$ cat config.mk
export PLATFORM = sky130hd
export DESIGN_NAME = rx_serial_comando
export DESIGN_NICKNAME = d
export VERILOG_FILES = /design/src/rtl/rx_serial_comando.sv
export SDC_FILE = /design/constraint.sdc
export NUM_CORES = 1
export LEC_CHECK = 0
export BUFFER_PORTS_ARGS = -buffer_cell sky130_fd_sc_hd__buf_2
export CORE_MARGIN = 2
export CORE_UTILIZATION = 30
export CTS_BUF_LIST = sky130_fd_sc_hd__clkbuf_8
export DETAILED_ROUTE_END_ITERATION = 8
export GPL_ROUTABILITY_DRIVEN = 1
export GPL_TIMING_DRIVEN = 0
export SETUP_SLACK_MARGIN = 0.3
export SYNTH_ARGS = -nofsm -noshare
export SYNTH_HDL_FRONTEND = slang
export SYNTH_SLANG_ARGS = --single-unit
$ cat constraint.sdc
create_clock -name clock -period 1.62 [get_ports clock]
set_input_delay 0.081 -clock clock [delete_from_list [all_inputs] [get_ports clock]]
set_output_delay 0.081 -clock clock [all_outputs]
set_load 0.01 [all_outputs]
$ cat src/rtl/rx_serial_comando.sv
// rtl/rx_serial_comando.sv - 7O1 UART command receiver decoding 'I'/'A'/'F' into control pulses
module rx_serial_comando #(
  parameter int CLK_FREQ = 50_000_000,
  parameter int BAUD     = 115200
) (
  input  logic       clock,
  input  logic       reset,
  input  logic       entrada_serial,
  output logic [6:0] dado,
  output logic       pronto,
  output logic       erro_paridade,
  output logic       erro_quadro,
  output logic       cmd_iniciar,
  output logic       cmd_abre,
  output logic       cmd_fecha,
  output logic [3:0] db_estado
);

  localparam int CLKS_PER_BIT = CLK_FREQ / BAUD;
  localparam int HALF_BIT     = CLKS_PER_BIT / 2;
  localparam int CW           = $clog2(CLKS_PER_BIT + 1);

  typedef enum logic [2:0] {
    INICIAL  = 3'd0,
    ESPERA   = 3'd1,
    START    = 3'd2,
    DADOS    = 3'd3,
    PARIDADE = 3'd4,
    STOP     = 3'd5,
    FIM      = 3'd6,
    QUEBRA   = 3'd7
  } estado_t;

  estado_t       estado;
  estado_t       prox;
  logic          rx_m;
  logic          rx_s;
  logic [CW-1:0] cnt;
  logic [2:0]    nbit;
  logic [6:0]    shreg;
  logic          par_s;
  logic          stop_s;
  logic          tick;
  logic          ep_calc;
  logic          eq_calc;
  logic          valido;

  // The start bit is sampled at its middle; every later bit one full bit period after the previous sample
  assign tick = (estado == START) ? (cnt == CW'(HALF_BIT)) : (cnt == CW'(CLKS_PER_BIT - 1));

  // Odd parity over data plus parity bit; stop bit must be high
  assign ep_calc   = ~(^shreg ^ par_s);
  assign eq_calc   = ~stop_s;
  assign valido    = ~ep_calc & ~eq_calc;
  assign db_estado = {1'b0, estado};

  // Two-flop synchronizer for the asynchronous RX line, idle high
  always_ff @(posedge clock or negedge reset) begin
    if (!reset) begin
      rx_m <= 1'b1;
      rx_s <= 1'b1;
    end else begin
      rx_m <= entrada_serial;
      rx_s <= rx_m;
    end
  end

  // State register
  always_ff @(posedge clock or negedge reset) begin
    if (!reset) estado <= INICIAL;
    else        estado <= prox;
  end

  // Next state and single-cycle pulses issued in FIM
  always_comb begin
    prox        = estado;
    pronto      = 1'b0;
    cmd_iniciar = 1'b0;
    cmd_abre    = 1'b0;
    cmd_fecha   = 1'b0;
    case (estado)
      INICIAL:  prox = ESPERA;
      ESPERA:   if (!rx_s) prox = START;
      START:    if (tick) prox = rx_s ? ESPERA : DADOS;
      DADOS:    if (tick && nbit == 3'd6) prox = PARIDADE;
      PARIDADE: if (tick) prox = STOP;
      STOP:     if (tick) prox = FIM;
      FIM: begin
        pronto      = 1'b1;
        cmd_iniciar = valido && (shreg == 7'h49);
        cmd_abre    = valido && (shreg == 7'h41);
        cmd_fecha   = valido && (shreg == 7'h46);
        // A line still low after the stop slot is a break, not a new start bit
        prox        = rx_s ? ESPERA : QUEBRA;
      end
      QUEBRA:   if (rx_s) prox = ESPERA;
      default:  prox = INICIAL;
    endcase
  end

  // Bit timer, bit counter and sample capture
  always_ff @(posedge clock or negedge reset) begin
    if (!reset) begin
      cnt    <= '0;
      nbit   <= 3'd0;
      shreg  <= 7'd0;
      par_s  <= 1'b0;
      stop_s <= 1'b0;
    end else begin
      case (estado)
        START, DADOS, PARIDADE, STOP: cnt <= tick ? '0 : cnt + CW'(1);
        default:                      cnt <= '0;
      endcase
      if (estado == START && tick) nbit <= 3'd0;
      if (estado == DADOS && tick) begin
        nbit  <= nbit + 3'd1;
        shreg <= {rx_s, shreg[6:1]};
      end
      if (estado == PARIDADE && tick) par_s <= rx_s;
      if (estado == STOP && tick) stop_s <= rx_s;
    end
  end

  // Character and error flags load together at the end of every frame, valid or not
  always_ff @(posedge clock or negedge reset) begin
    if (!reset) begin
      dado          <= 7'd0;
      erro_paridade <= 1'b0;
      erro_quadro   <= 1'b0;
    end else if (estado == FIM) begin
      dado          <= shreg;
      erro_paridade <= ep_calc;
      erro_quadro   <= eq_calc;
    end
  end

endmodule

Word-level counts from Yosys, hierarchy flattened. Index checks and enable logic that the tools add are counted.

Reductions and logical operators: 13. Add/sub/neg operators: 2. Bitwise gates (word level): 4. Equal/unequal tests: 19. Mux-type cells: 18.

Operators with widths (number): $mux W3 (9); $pmux W3 S8 (1); $eq A7 B7 Y1 const B (3); $mux W9 (2); $eq A3 B3 Y1 const B (5); $ne A2 B2 Y1 const B (6); $add A9 B1 Y9 const B (1); $eq A9 B8 Y1 const B (1); $eq A9 B9 Y1 const B (1); $logic_and A1 B1 Y1 (8); $reduce_xor A7 Y1 (1); $eq A3 B2 Y1 const B (2); $reduce_and A6 Y1 (1); $mux W1 (5); $reduce_or A4 Y1 (1); $add A3 B1 Y3 const B (1); $eq A3 B1 Y1 const B (1); $logic_not A3 Y1 (1); $mux W2 (1); $not A1 Y1 (2); $reduce_bool A2 Y1 (1); $and A1 B1 Y1 (1); $xor A1 B1 Y1 (1).

Input bits: 3. Logic and storage cells: 67. Bits in registers: 35. Output and inout bits: 17.

Longest topological paths before layout. Gate-level depths: netlist of run 1.

Word-level depth: 5. Depth in mapped cells: 8. Mapped depth without buffers: 6.

Least setup slack after synthesis of run 1. No wires, ideal clock.

Path kind: reg-to-output. Start: register shreg[2]. End: output port cmd_abre. Path slack: -97 ps. Arrival: 1636 ps. Data required time: 1539 ps. Stages on the path, launching flop included: 7. Path buffers: 0. Cell sequence: dfrtp_1 inv_1 ha_1 xnor3_1 xnor2_1 nor3_1 and3_1.

Cells in the longest elaborated chain, start to end: 5. Elaborated cells between the ends (all ways): 6. Classes of those cells: eq/ne (1); mux (1); bitwise (2); reduce/logical (2).

RTL lines: start: declaration (line 40) `logic [6:0] shreg;`; start signal: assignment (line 117) `shreg <= {rx_s, shreg[6:1]};`; $reduce_xor A7 Y1 (line 52) `assign ep_calc = ~(^shreg ^ par_s);`; $xor A1 B1 Y1 (line 52); $and A1 B1 Y1 (line 54) `assign valido = ~ep_calc & ~eq_calc;`; $logic_and A1 B1 Y1 * (line 91) `cmd_abre = valido && (shreg == 7'h41);`; $mux W1 * (line 81) `case (estado)`; end: declaration (line 14) `output logic cmd_abre,`.

Mark *: on every way between the ends. The rest lies on a longest branch, timed or not.

Final worst setup path of run 1.
Start: register shreg[1]. End: output port cmd_abre.

Same word-level chain as after synthesis.

==> flow_metrics.env, run 1 <==
export IMPL_status="finished, violations left"
export IMPL_violations="setup timing"
export IMPL_worst_slew_margin_rel_pct=46.48
export IMPL_num_nets_final=226
export IMPL_worstHoldEndpoint="rx_s$_DFF_PN1_"
export IMPL_power_ir_vdd_worst_mv=0.4840
export IMPL_max_clock_path_buffers=2
export IMPL_top_level_ports=20
export IMPL_grt_first_pass_wirelength_um=6161
export IMPL_critical_path_max_stage_delay_ns=0.41
export IMPL_stdcell_count=289
export IMPL_syn_num_nets=173
export IMPL_cts_max_level=2
export IMPL_synth_enable_flop_cells=0
export IMPL_largest_net_degree_at_the_start_of_global_routing=36
export IMPL_critical_path_arrival_ns=2.00
export IMPL_max_cap_violations=0
export IMPL_setup_worst_path_start_class="flop"
export IMPL_finalWorstPathRequiredPeriod_ns=2.076
export IMPL_die_h_um=81.74
export IMPL_detail_route_first_pass_iterations=4
export IMPL_clock_tree_root_cell="sky130_fd_sc_hd__clkbuf_8"
export IMPL_critical_path_reg2reg_startpoint="shreg[1]$_DFFE_PN0P_"
export IMPL_dp_hpwl_um=2184
export IMPL_slew_viol_final=0
export IMPL_worst_path_dominant_cell_family="XOR/XNOR gates"
export IMPL_critical_path_endpoint_type="output port"
export IMPL_floorplan_core_area_um2=5886
export IMPL_timing_critical_path_cells="ha_4, xnor3_1, xnor2_2, nor3_2, and3_1, buf_2"
export IMPL_synthMostInstantiatedCell="sky130_fd_sc_hd__dfrtp_1"
export IMPL_synth_top_area_share_pct=45.55
export IMPL_power_density_nw_per_um2=844.1
export IMPL_critPathBufInv=1
export IMPL_syn_instance_count=160
export IMPL_ys_async_sr_fraction_pct=100.0
export IMPL_cpMaxStageDelayCell="sky130_fd_sc_hd__dfrtp_1"
export IMPL_cts_tree="yes"
export IMPL_first_global_vias=1264
export IMPL_top_cells_by_count_synth="sky130_fd_sc_hd__dfrtp_1, sky130_fd_sc_hd__nand2_1, sky130_fd_sc_hd__o21ai_0"
export IMPL_synth_cell_types=46
export IMPL_detail_route_antenna_nets=0
export IMPL_drive_gt1_share_pct=49.07
export IMPL_swShare_pct=28.15
export IMPL_clock_power_share_pct=29.4
export IMPL_final_critical_path_setup_slack_ns=-0.4560
export IMPL_setup_violations_final=10
export IMPL_detail_route_iter0_violations=48
export IMPL_drcViolationCount=0
export IMPL_layout_area_overhead_pct=41.55
export IMPL_worstSkewPairLatency_ns=0.28
export IMPL_fillerInstances=549
export IMPL_std_cell_rows=28
export IMPL_pwr_share_seq_pct=49.4
export IMPL_worstRegToRegCells=6
export IMPL_cts_sinks=35
export IMPL_report_final_hold_viol_count=0
export IMPL_drt_wirelength_per_cell_um=12.95
export IMPL_setup_crit_path_kind="reg2out"
export IMPL_grt_usage_pct=12.21
export IMPL_synth_top_area_cell="sky130_fd_sc_hd__dfrtp_1"
export IMPL_initial_antenna_violation_count=0
export IMPL_tns_ns=-1.742
export IMPL_reg2reg_to="erro_paridade$_DFFE_PN0P_"
export IMPL_min_period_over_period_pct=128.1
export IMPL_numCtsBuffers=5
export IMPL_max_clock_freq_ghz=0.4817
export IMPL_finalClockSkew_ns=0.006482
export IMPL_placement_io_buffers=18
export IMPL_unrepaired_setup_endpoints_after_global_routing="yes"
export IMPL_n_antenna_cell=0
export IMPL_hp_class="reg2reg"
export IMPL_crit_required_ns=1.54
export IMPL_r2r_setup_slack_ns=-0.25
export IMPL_number_of_placed_instances_taps_included=253
export IMPL_leakagePower_nw=1.247
export IMPL_mappedNetlistArea_um2=1813
export IMPL_global_route_overflow_total=0
export IMPL_chipWidth_um=81.74
export IMPL_start_util_pct=30.80
export IMPL_cell_internal_pwr_mw=1.556
export IMPL_ys_seq_elements=35
export IMPL_yosys_warnings=0
export IMPL_min_from="rx_m$_DFF_PN1_"
export IMPL_total_die_area_um2=6681
export IMPL_timing_hold_worst_path_depth=0
export IMPL_vias=1310
export IMPL_worstPathMaxFanout=3
export IMPL_p_switching_mw=0.6099
export IMPL_worstMarginPinSlew_ns=0.8028
export IMPL_synth_area_top_cells="sky130_fd_sc_hd__dfrtp_1, sky130_fd_sc_hd__ha_1, sky130_fd_sc_hd__mux2_2, sky130_fd_sc_hd__o21ai_0, sky130_fd_sc_hd__dfstp_2"
export IMPL_route_detailed_vias_per_inst=4.533
export IMPL_worst_setup_hold_path_clk_slew_ns=0.07
export IMPL_totalWireLength_um=3742
export IMPL_comb_power_share_pct=21.2
export IMPL_syn_area_per_cell_um2=11.33
export IMPL_ys_flop_type="sky130_fd_sc_hd__dfrtp_1"
export IMPL_seq_area_frac_synth_pct=48.45
export IMPL_routabilityCongestion=0.7838
[power groups by stage]
| stage | Sequential, mW | Clock, mW | Combinational (mW) |
|---|---|---|---|
| 6_report | 1.07 | 0.638 | 0.459 |
| 5_1_grt | 1.09 | 0.690 | 0.511 |
| 4_1_cts | 1.07 | 0.660 | 0.387 |
| 3_5_place_dp | 1.09 | 0 | 0.299 |
| 3_3_place_gp | 1.09 | 0 | 0.295 |
| 2_1_floorplan | 1.07 | 0 | 0.244 |
[worst max-delay path by stage]
stage / cells past startpoint / to / start / slack [ns]
global placement: 7 / cmd_abre / shreg[4]$_DFFE_PN0P_ / -0.22
CTS: 6 / cmd_abre / shreg[1]$_DFFE_PN0P_ / -0.47
detailed placement: 7 / cmd_abre / shreg[4]$_DFFE_PN0P_ / -0.23
global route: 7 / cmd_abre / shreg[0]$_DFFE_PN0P_ / -0.55
finish: 6 / cmd_abre / shreg[1]$_DFFE_PN0P_ / -0.46
floorplan: 5 / cmd_abre / shreg[1]$_DFFE_PN0P_ / -0.01
[registers in the layout (all words and copies together) (netlist names)]
| register | count |
|---|---|
| rx_s | 1 |
| erro_paridade | 1 |
| erro_quadro | 1 |
| nbit | 3 |
| stop_s | 1 |
| rx_m | 1 |
| dado | 7 |
| par_s | 1 |
| shreg | 7 |
| cnt | 9 |
| estado | 3 |
[stage by stage]
step                setup slack, ns  area [um2]  power [mW]  utilization, %  hold WS (ns)
finish                      -0.4560        2566       2.166           43.60        0.3566
global route                -0.5538        2566       2.292           43.60        0.3596
CTS                         -0.4680        2429       2.115           41.26        0.3580
detailed placement          -0.2309        2048       1.392           34.80        0.1920
global placement            -0.2237        2048       1.387           34.80        0.1945
floorplan                  -0.01122        1864       1.313               -       -0.2146
[worst register-to-register path, cell delays in order (launching register included)]
cell and delay [ns]:
sky130_fd_sc_hd__dfrtp_1 0.41, sky130_fd_sc_hd__ha_4 0.27, sky130_fd_sc_hd__xnor3_1 0.41, sky130_fd_sc_hd__xnor2_2 0.17, sky130_fd_sc_hd__buf_4 0.14, sky130_fd_sc_hd__buf_6 0.10
sky130_fd_sc_hd__mux2_4 0.26
[cells in the final DEF, fill, tap and decap left out, types with 2 or more instances in the layout]
cell,synthesis,layout
sky130_fd_sc_hd__and3_1,4,4
sky130_fd_sc_hd__buf_2,2,19
sky130_fd_sc_hd__buf_4,2,14
sky130_fd_sc_hd__buf_6,2,16
sky130_fd_sc_hd__clkbuf_8,0,7
sky130_fd_sc_hd__dfrtp_1,33,32
sky130_fd_sc_hd__dfstp_2,2,2
sky130_fd_sc_hd__dlygate4sd3_1,0,2
sky130_fd_sc_hd__ha_1,10,8
sky130_fd_sc_hd__inv_1,10,6
sky130_fd_sc_hd__inv_2,1,5
sky130_fd_sc_hd__mux2_4,1,6
sky130_fd_sc_hd__mux2i_1,5,5
sky130_fd_sc_hd__nand2_1,14,13
sky130_fd_sc_hd__nand2b_1,2,2
sky130_fd_sc_hd__nand3_1,4,3
sky130_fd_sc_hd__nand3_4,0,2
sky130_fd_sc_hd__nor2_1,10,2
sky130_fd_sc_hd__nor2_2,0,7
sky130_fd_sc_hd__o21ai_0,12,9
sky130_fd_sc_hd__o21ai_2,1,2
sky130_fd_sc_hd__or3_1,2,2
sky130_fd_sc_hd__xnor2_1,5,4
sky130_fd_sc_hd__xor2_1,4,4
[layout make-up]
type | instances | area, um2 | area share [%]
Buffer | 7 | 71.32 | 2.779
Clock buffer | 6 | 82.58 | 3.218
Clock inverter | 2 | 8.758 | 0.3413
Inverter | 11 | 48.80 | 1.902
Multi-Input combinational cell | 107 | 1023 | 39.88
Sequential cell | 35 | 879.6 | 34.28
Tap cell | 75 | 93.84 | 3.657
Timing Repair Buffer | 46 | 357.8 | 13.94
[metal layers]
layer  share of wire [%]  routed length (um)  GRT usage (%)
met1                  46                1739          15.69
met2                  48                1813          19.59
met3                 3.0                 114          2.967
met4                 2.0                  75          5.167
met5                   0                   0              0
[what timing repair did]
| item | 4_1_cts | 5_1_grt |
|---|---|---|
| buffers inserted | 19 | 6 |
| setup endpoints to repair | 36 | 32 |
| gates cloned | 1 | 0 |
| endpoints found under the hold margin | 34 | 0 |
| hold buffers | 2 | 0 |
| pin swaps | 5 | 6 |
| gates resized for setup | 31 | 26 |
[cell families after synthesis]
family,count (synthesis),synth area share [%]
AO/OA/AOI/OAI,23,8.628
XOR/XNOR,10,5.590
flip-flops,35,48.45
adder cells (fa/ha/maj),10,6.901
AND/OR/NAND/NOR,50,16.56
other,1,0.2068
multiplexers,13,8.557
buffers and inverters,18,5.106
Power figures use the tool's default switching activity.
==> run 2, diff against run 1 <==
==> constraint.sdc (replaced) <==
create_clock -name clock -period 1.8 [get_ports clock]
set_input_delay 0.09 -clock clock [delete_from_list [all_inputs] [get_ports clock]]
set_output_delay 0.09 -clock clock [all_outputs]
set_load 0.01 [all_outputs]
==> run 2 against run 1 <==
Net effect:
- the run still ends with setup timing left
- first-iteration DRC count up 67%
- non-clock buffer count down 6
- sequential cell count unchanged
- sequential share of layout area up 0.068 points
- global-route usage down 0.14 points
- register-to-register slack better by 0.18 ns
- die area unchanged
- setup slack better by 0.16 ns
- sequential power down 11%
- routed wire length up 3.7%
- critical path depth unchanged
- via count up 0.15%
==> flow_metrics.env, run 2 (synthesized netlist as in run 1, its figures left out) <==
export IMPL_routabilityCongestion=0.7989
export IMPL_final_critical_path_setup_slack_ns=-0.2923
export IMPL_report_final_hold_viol_count=0
export IMPL_finalClockSkew_ns=0.003611
export IMPL_std_cell_rows=28
export IMPL_num_nets_final=220
export IMPL_dp_hpwl_um=2168
export IMPL_setup_worst_path_start_class="flop"
export IMPL_final_area_um2=2557
export IMPL_power_ir_vdd_worst_mv=0.3238
export IMPL_critical_path_arrival_ns=2.00
export IMPL_crit_required_ns=1.71
export IMPL_max_clock_freq_ghz=0.4779
export IMPL_dpl_instance_area_um2=2036
export IMPL_cts_tree="yes"
export IMPL_worst_slew_margin_rel_pct=48.24
export IMPL_hp_class="reg2reg"
export IMPL_violations="setup timing"
export IMPL_detail_route_antenna_nets=0
export IMPL_setup_crit_path_kind="reg2out"
export IMPL_finalWorstPathRequiredPeriod_ns=2.092
export IMPL_route_detailed_vias_per_inst=4.636
export IMPL_grt_first_pass_wirelength_um=6141
export IMPL_global_route_overflow_total=0
export IMPL_pre_cts_ws_ns=-0.06809
export IMPL_critical_path_endpoint_type="output port"
export IMPL_clock_tree_root_cell="sky130_fd_sc_hd__clkbuf_8"
export IMPL_layout_area_overhead_pct=41.06
export IMPL_n_antenna_cell=0
export IMPL_vias=1312
export IMPL_floorplan_core_area_um2=5886
export IMPL_largest_net_degree_at_the_start_of_global_routing=36
export IMPL_detail_route_first_pass_iterations=4
export IMPL_first_global_vias=1277
export IMPL_max_clock_path_buffers=2
export IMPL_die_h_um=81.74
export IMPL_unrepaired_setup_endpoints_after_global_routing="yes"
export IMPL_leakagePower_nw=1.221
export IMPL_detail_route_iter0_violations=80
export IMPL_largest_register_ffs=9
export IMPL_worst_setup_hold_path_clk_slew_ns=0.07
export IMPL_initial_antenna_violation_count=0
export IMPL_drcViolationCount=0
export IMPL_grt_usage_pct=12.07
export IMPL_numCtsBuffers=5
export IMPL_largestRegisters="cnt: 9 flops, dado: 7 flops, shreg: 7 flops"
export IMPL_drive_gt1_share_pct=47.12
export IMPL_top_reg_by_flops="cnt"
export IMPL_max_cap_violations=0
export IMPL_layout_cells_most_common="sky130_fd_sc_hd__dfrtp_1"
export IMPL_chipWidth_um=81.74
export IMPL_worstMarginPinSlew_ns=0.7764
export IMPL_start_util_pct=30.80
export IMPL_slew_viol_final=0
export IMPL_number_of_placed_instances_taps_included=253
export IMPL_setup_violations_final=4
export IMPL_totalWireLength_um=3882
export IMPL_most_common_layout_cells="sky130_fd_sc_hd__dfrtp_1, sky130_fd_sc_hd__buf_2, sky130_fd_sc_hd__nand2_1, sky130_fd_sc_hd__buf_4"
export IMPL_status="finished, violations left"
export IMPL_drt_wirelength_per_cell_um=13.72
export IMPL_worstSkewPairLatency_ns=0.29
export IMPL_timing_hold_worst_path_depth=0
export IMPL_total_die_area_um2=6681
export IMPL_cts_max_level=2
export IMPL_min_period_over_period_pct=116.2
export IMPL_worstRegToRegCells=6
export IMPL_stdcell_count=283
export IMPL_placement_io_buffers=18
export IMPL_top_level_ports=20
export IMPL_worstPathMaxFanout=3
export IMPL_cts_sinks=35
export IMPL_power_density_nw_per_um2=783.9
export IMPL_tns_ns=-0.9317
==> run 2: metal layers <==
layer	up-vias	routed length, um	share of wire (%)	GRT usage (%)
li1	639	-	-	-
met5	-	0	0	0
met4	0	95	2.4	4.833
met3	8	111	2.9	2.308
met1	641	1767	46	16.15
met2	24	1908	49	19.19
==> run 2: area by class of cell <==
type,count,area (um2)
plain buffers,7,68.82
clock buffers,5,68.82
fillers,549,3328
clock inverters,3,16.27
repair buffers,40,331.6
well taps,75,93.84
inverters,11,53.80
multi-input cells,107,1046
flip-flops and latches,35,878.3
==> run 2: timing repair <==
item,in CTS,in global routing
endpoints found under the hold margin,34,0
hold buffers,2,0
cloned,1,0
buffers inserted,10,9
endpoints found under the setup margin,28,28
pin swaps,6,10
gates resized for setup,27,30
==> run 2: final timing paths <==
| check | startpoint | endpoint | slack (ns) |
|---|---|---|---|
| hold / removal | rx_m$_DFF_PN1_ | rx_s$_DFF_PN1_ | 0.36 |
| max in group asynchronous | reset | cnt[1]$_DFF_PN0_ | 0.90 |
| min in group asynchronous | reset | dado[2]$_DFFE_PN0P_ | 0.41 |
| hold reg to reg | rx_m$_DFF_PN1_ | rx_s$_DFF_PN1_ | 0.36 |
| setup / recovery | shreg[1]$_DFFE_PN0P_ | cmd_iniciar | -0.29 |
| setup reg to reg | shreg[1]$_DFFE_PN0P_ | erro_paridade$_DFFE_PN0P_ | -0.07 |
==> run 2: worst max-delay path, cell delays in order, from the launching register on <==
cell,delay [ns]
sky130_fd_sc_hd__dfrtp_1,0.41
sky130_fd_sc_hd__ha_4,0.27
sky130_fd_sc_hd__xnor3_1,0.41
sky130_fd_sc_hd__xnor2_2,0.17
sky130_fd_sc_hd__nor3_2,0.15
sky130_fd_sc_hd__and3_1,0.18
sky130_fd_sc_hd__buf_2,0.13
==> run 2: through the flow <==
step / total power [mW] / utilization, % / hold WS (ns)
floorplan: 1.174 / - / -0.2056
global placement: 1.242 / 34.59 / 0.2044
detailed placement: 1.247 / 34.59 / 0.2077
CTS: 1.877 / 40.22 / 0.3588
global route: 2.131 / 43.45 / 0.3655
finish: 2.005 / 43.45 / 0.3573
==> run 2: power by group <==
part	internal, mW	leakage (nW)	switching [mW]	total (mW)
Combinational	0.266	0.717	0.222	0.488
Clock	0.265	0.0453	0.297	0.561
Sequential	0.872	0.459	0.0832	0.955
Total	1.40	1.22	0.602	2.00
==> run 3, diff against run 2 <==
--- a/config.mk
+++ b/config.mk
@@ -5,7 +5,7 @@
 export SDC_FILE = /design/constraint.sdc
 export NUM_CORES = 1
 export LEC_CHECK = 0
-export BUFFER_PORTS_ARGS = -buffer_cell sky130_fd_sc_hd__buf_2
+export BUFFER_PORTS_ARGS = -buffer_cell sky130_fd_sc_hd__clkbuf_2
 export CORE_MARGIN = 2
 export CORE_UTILIZATION = 30
 export CTS_BUF_LIST = sky130_fd_sc_hd__clkbuf_8
==> run 3 against run 2 <==
Net effect:
- the run still ends with setup timing left
- power rose by 7.4%
- count of clock-buffer cells in the layout unchanged
- highest routed layer unchanged
- worst hold slack lost 0.00060 ns
- die area unchanged
- global-route usage increased by 0.064 points
- final area fell by 2.6%
- first-iteration DRC count shrank 24%
- sequential share of layout area increased by 0.93 points
==> flow_metrics.env, run 3 (synthesized netlist as in run 1, its figures left out) <==
export IMPL_status="finished, violations left"
export IMPL_violations="setup timing"
export IMPL_max_clock_freq_ghz=0.4822
export IMPL_power_ir_vdd_worst_mv=0.5043
export IMPL_cts_tree="yes"
export IMPL_finalPower_mw=2.154
export IMPL_grt_usage_pct=12.13
export IMPL_detail_route_iter0_violations=61
export IMPL_worstPathMaxFanout=3
export IMPL_finalClockSkew_ns=0.007327
export IMPL_fillerInstances=560
export IMPL_final_critical_path_setup_slack_ns=-0.2740
export IMPL_worstMarginPinSlew_ns=0.8701
export IMPL_worstSkewPairLatency_ns=0.29
export IMPL_report_final_hold_viol_count=0
export IMPL_setup_worst_path_start_class="flop"
export IMPL_n_antenna_cell=0
export IMPL_top_level_ports=20
export IMPL_num_nets_final=218
export IMPL_layout_cells_most_common="sky130_fd_sc_hd__dfrtp_1"
export IMPL_setup_violations_final=3
export IMPL_numCtsBuffers=5
export IMPL_final_area_um2=2490
export IMPL_largest_net_degree_at_the_start_of_global_routing=36
export IMPL_total_die_area_um2=6681
export IMPL_totalWireLength_um=3671
export IMPL_global_route_overflow_total=0
export IMPL_hp_class="reg2reg"
export IMPL_worst_setup_hold_path_clk_slew_ns=0.08
export IMPL_grt_first_pass_wirelength_um=6223
export IMPL_route_detailed_vias_per_inst=4.651
export IMPL_drive_gt1_share_pct=45.15
export IMPL_clock_tree_root_cell="sky130_fd_sc_hd__clkbuf_8"
export IMPL_dpl_instance_area_um2=2036
export IMPL_timing_hold_ws_ns=0.3567
export IMPL_critical_path_endpoint_type="output port"
export IMPL_tns_ns=-0.8112
export IMPL_detail_route_antenna_nets=0
export IMPL_drt_wirelength_per_cell_um=13.06
export IMPL_cts_sinks=35
export IMPL_crit_required_ns=1.71
export IMPL_min_period_over_period_pct=115.2
export IMPL_std_cell_rows=28
export IMPL_top_reg_by_flops="cnt"
export IMPL_initial_antenna_violation_count=0
export IMPL_floorplan_core_area_um2=5886
export IMPL_timing_critical_path_cells="inv_2, ha_4, xnor3_1, xnor2_1, nor3_2, and3_1, clkbuf_2"
export IMPL_routabilityCongestion=0.7741
export IMPL_leakagePower_nw=1.160
export IMPL_die_h_um=81.74
export IMPL_placement_io_buffers=18
export IMPL_largestRegisters="cnt: 9 flops, dado: 7 flops, shreg: 7 flops"
export IMPL_power_density_nw_per_um2=865.1
export IMPL_chipWidth_um=81.74
export IMPL_worst_slew_margin_rel_pct=41.99
export IMPL_critical_path_arrival_ns=1.98
export IMPL_most_common_layout_cells="sky130_fd_sc_hd__dfrtp_1, sky130_fd_sc_hd__clkbuf_2, sky130_fd_sc_hd__nand2_1, sky130_fd_sc_hd__buf_4, sky130_fd_sc_hd__buf_6"
export IMPL_drcViolationCount=0
export IMPL_detail_route_first_pass_iterations=4
export IMPL_dp_hpwl_um=2199
export IMPL_cpMaxStageDelayCell="sky130_fd_sc_hd__xnor3_1"
export IMPL_start_util_pct=30.80
export IMPL_slew_viol_final=0
export IMPL_finalWorstPathRequiredPeriod_ns=2.074
export IMPL_max_cap_violations=0
export IMPL_unrepaired_setup_endpoints_after_global_routing="yes"
export IMPL_critical_path_max_stage_delay_ns=0.38
export IMPL_first_global_vias=1265
export IMPL_max_clock_path_buffers=2
export IMPL_vias=1307
export IMPL_setup_crit_path_kind="reg2out"
export IMPL_layout_area_overhead_pct=37.34
export IMPL_cts_max_level=2
export IMPL_largest_register_ffs=9
[run 3: changes by cell type in the layout (fill, tap and decap cells not counted), sizes merged]
cell      previous run  this run
clkinvlp             1         0
buf                 44        24
clkbuf               6        24
bufinv               0         1
[run 3: path summary, 6_finish.rpt]
check | from | to | slack, ns | cells past startpoint
setup / recovery | shreg[0]$_DFFE_PN0P_ | cmd_fecha | -0.27 | 7
hold / removal | rx_m$_DFF_PN1_ | rx_s$_DFF_PN1_ | 0.36 | 0
setup reg to reg | cnt[1]$_DFF_PN0_ | nbit[2]$_DFFE_PN0P_ | 0.10 | 8
hold reg to reg | rx_m$_DFF_PN1_ | rx_s$_DFF_PN1_ | 0.36 | 0
max in group asynchronous | reset | cnt[3]$_DFF_PN0_ | 0.81 | 2
min in group asynchronous | reset | dado[2]$_DFFE_PN0P_ | 0.44 | 2
[run 3: through the flow]
stage / util [%] / setup slack, ns / instances
detailed placement: 34.59 / -0.07109 / 253
global route: 42.30 / -0.3784 / 281
floorplan: - / 0.1598 / 160
finish: 42.30 / -0.2740 / 281
global placement: 34.59 / -0.05624 / 253
CTS: 41.28 / -0.3009 / 279
[run 3: timing repair]
action,4_1_cts,5_1_grt
cloned,1,0
endpoints found under the setup margin,28,28
hold buffers,2,0
pin swaps,8,9
gates resized for setup,40,10
hold endpoints to repair,34,0
buffers inserted,15,2
[run 3: where the power goes]
group | total [mW] | leakage [nW] | internal [mW] | switching [mW]
combinational | 0.494 | 0.644 | 0.267 | 0.227
sequential | 0.952 | 0.459 | 0.872 | 0.0805
clock | 0.707 | 0.0581 | 0.412 | 0.295
[run 3: layer usage]
metal	part of all wire, %	global-route usage, %
met1	47	15.78
met5	0	0
met4	2.4	4.500
met2	47	19.51
met3	2.9	2.967
[run 3: critical path, delay by kind of cell, from the launching register on]
kind                       cells  cell delay [ns]
buffers and inverters          2             0.20
adders and majority gates      1             0.25
DFF                            1             0.37
and+or+nand+nor                2             0.33
xor gates and xnor gates       2             0.55
[run 3: final cells by class]
cell class	instances	area (um2)	area share (%)
inverters	11	48.80	1.960
multi-input cells	107	1013	40.70
flip-flops and latches	35	878.3	35.28
well taps	75	93.84	3.769
clock buffers	5	68.82	2.764
plain buffers	7	67.56	2.714
repair buffers	38	275.3	11.06
clock inverters	3	43.79	1.759
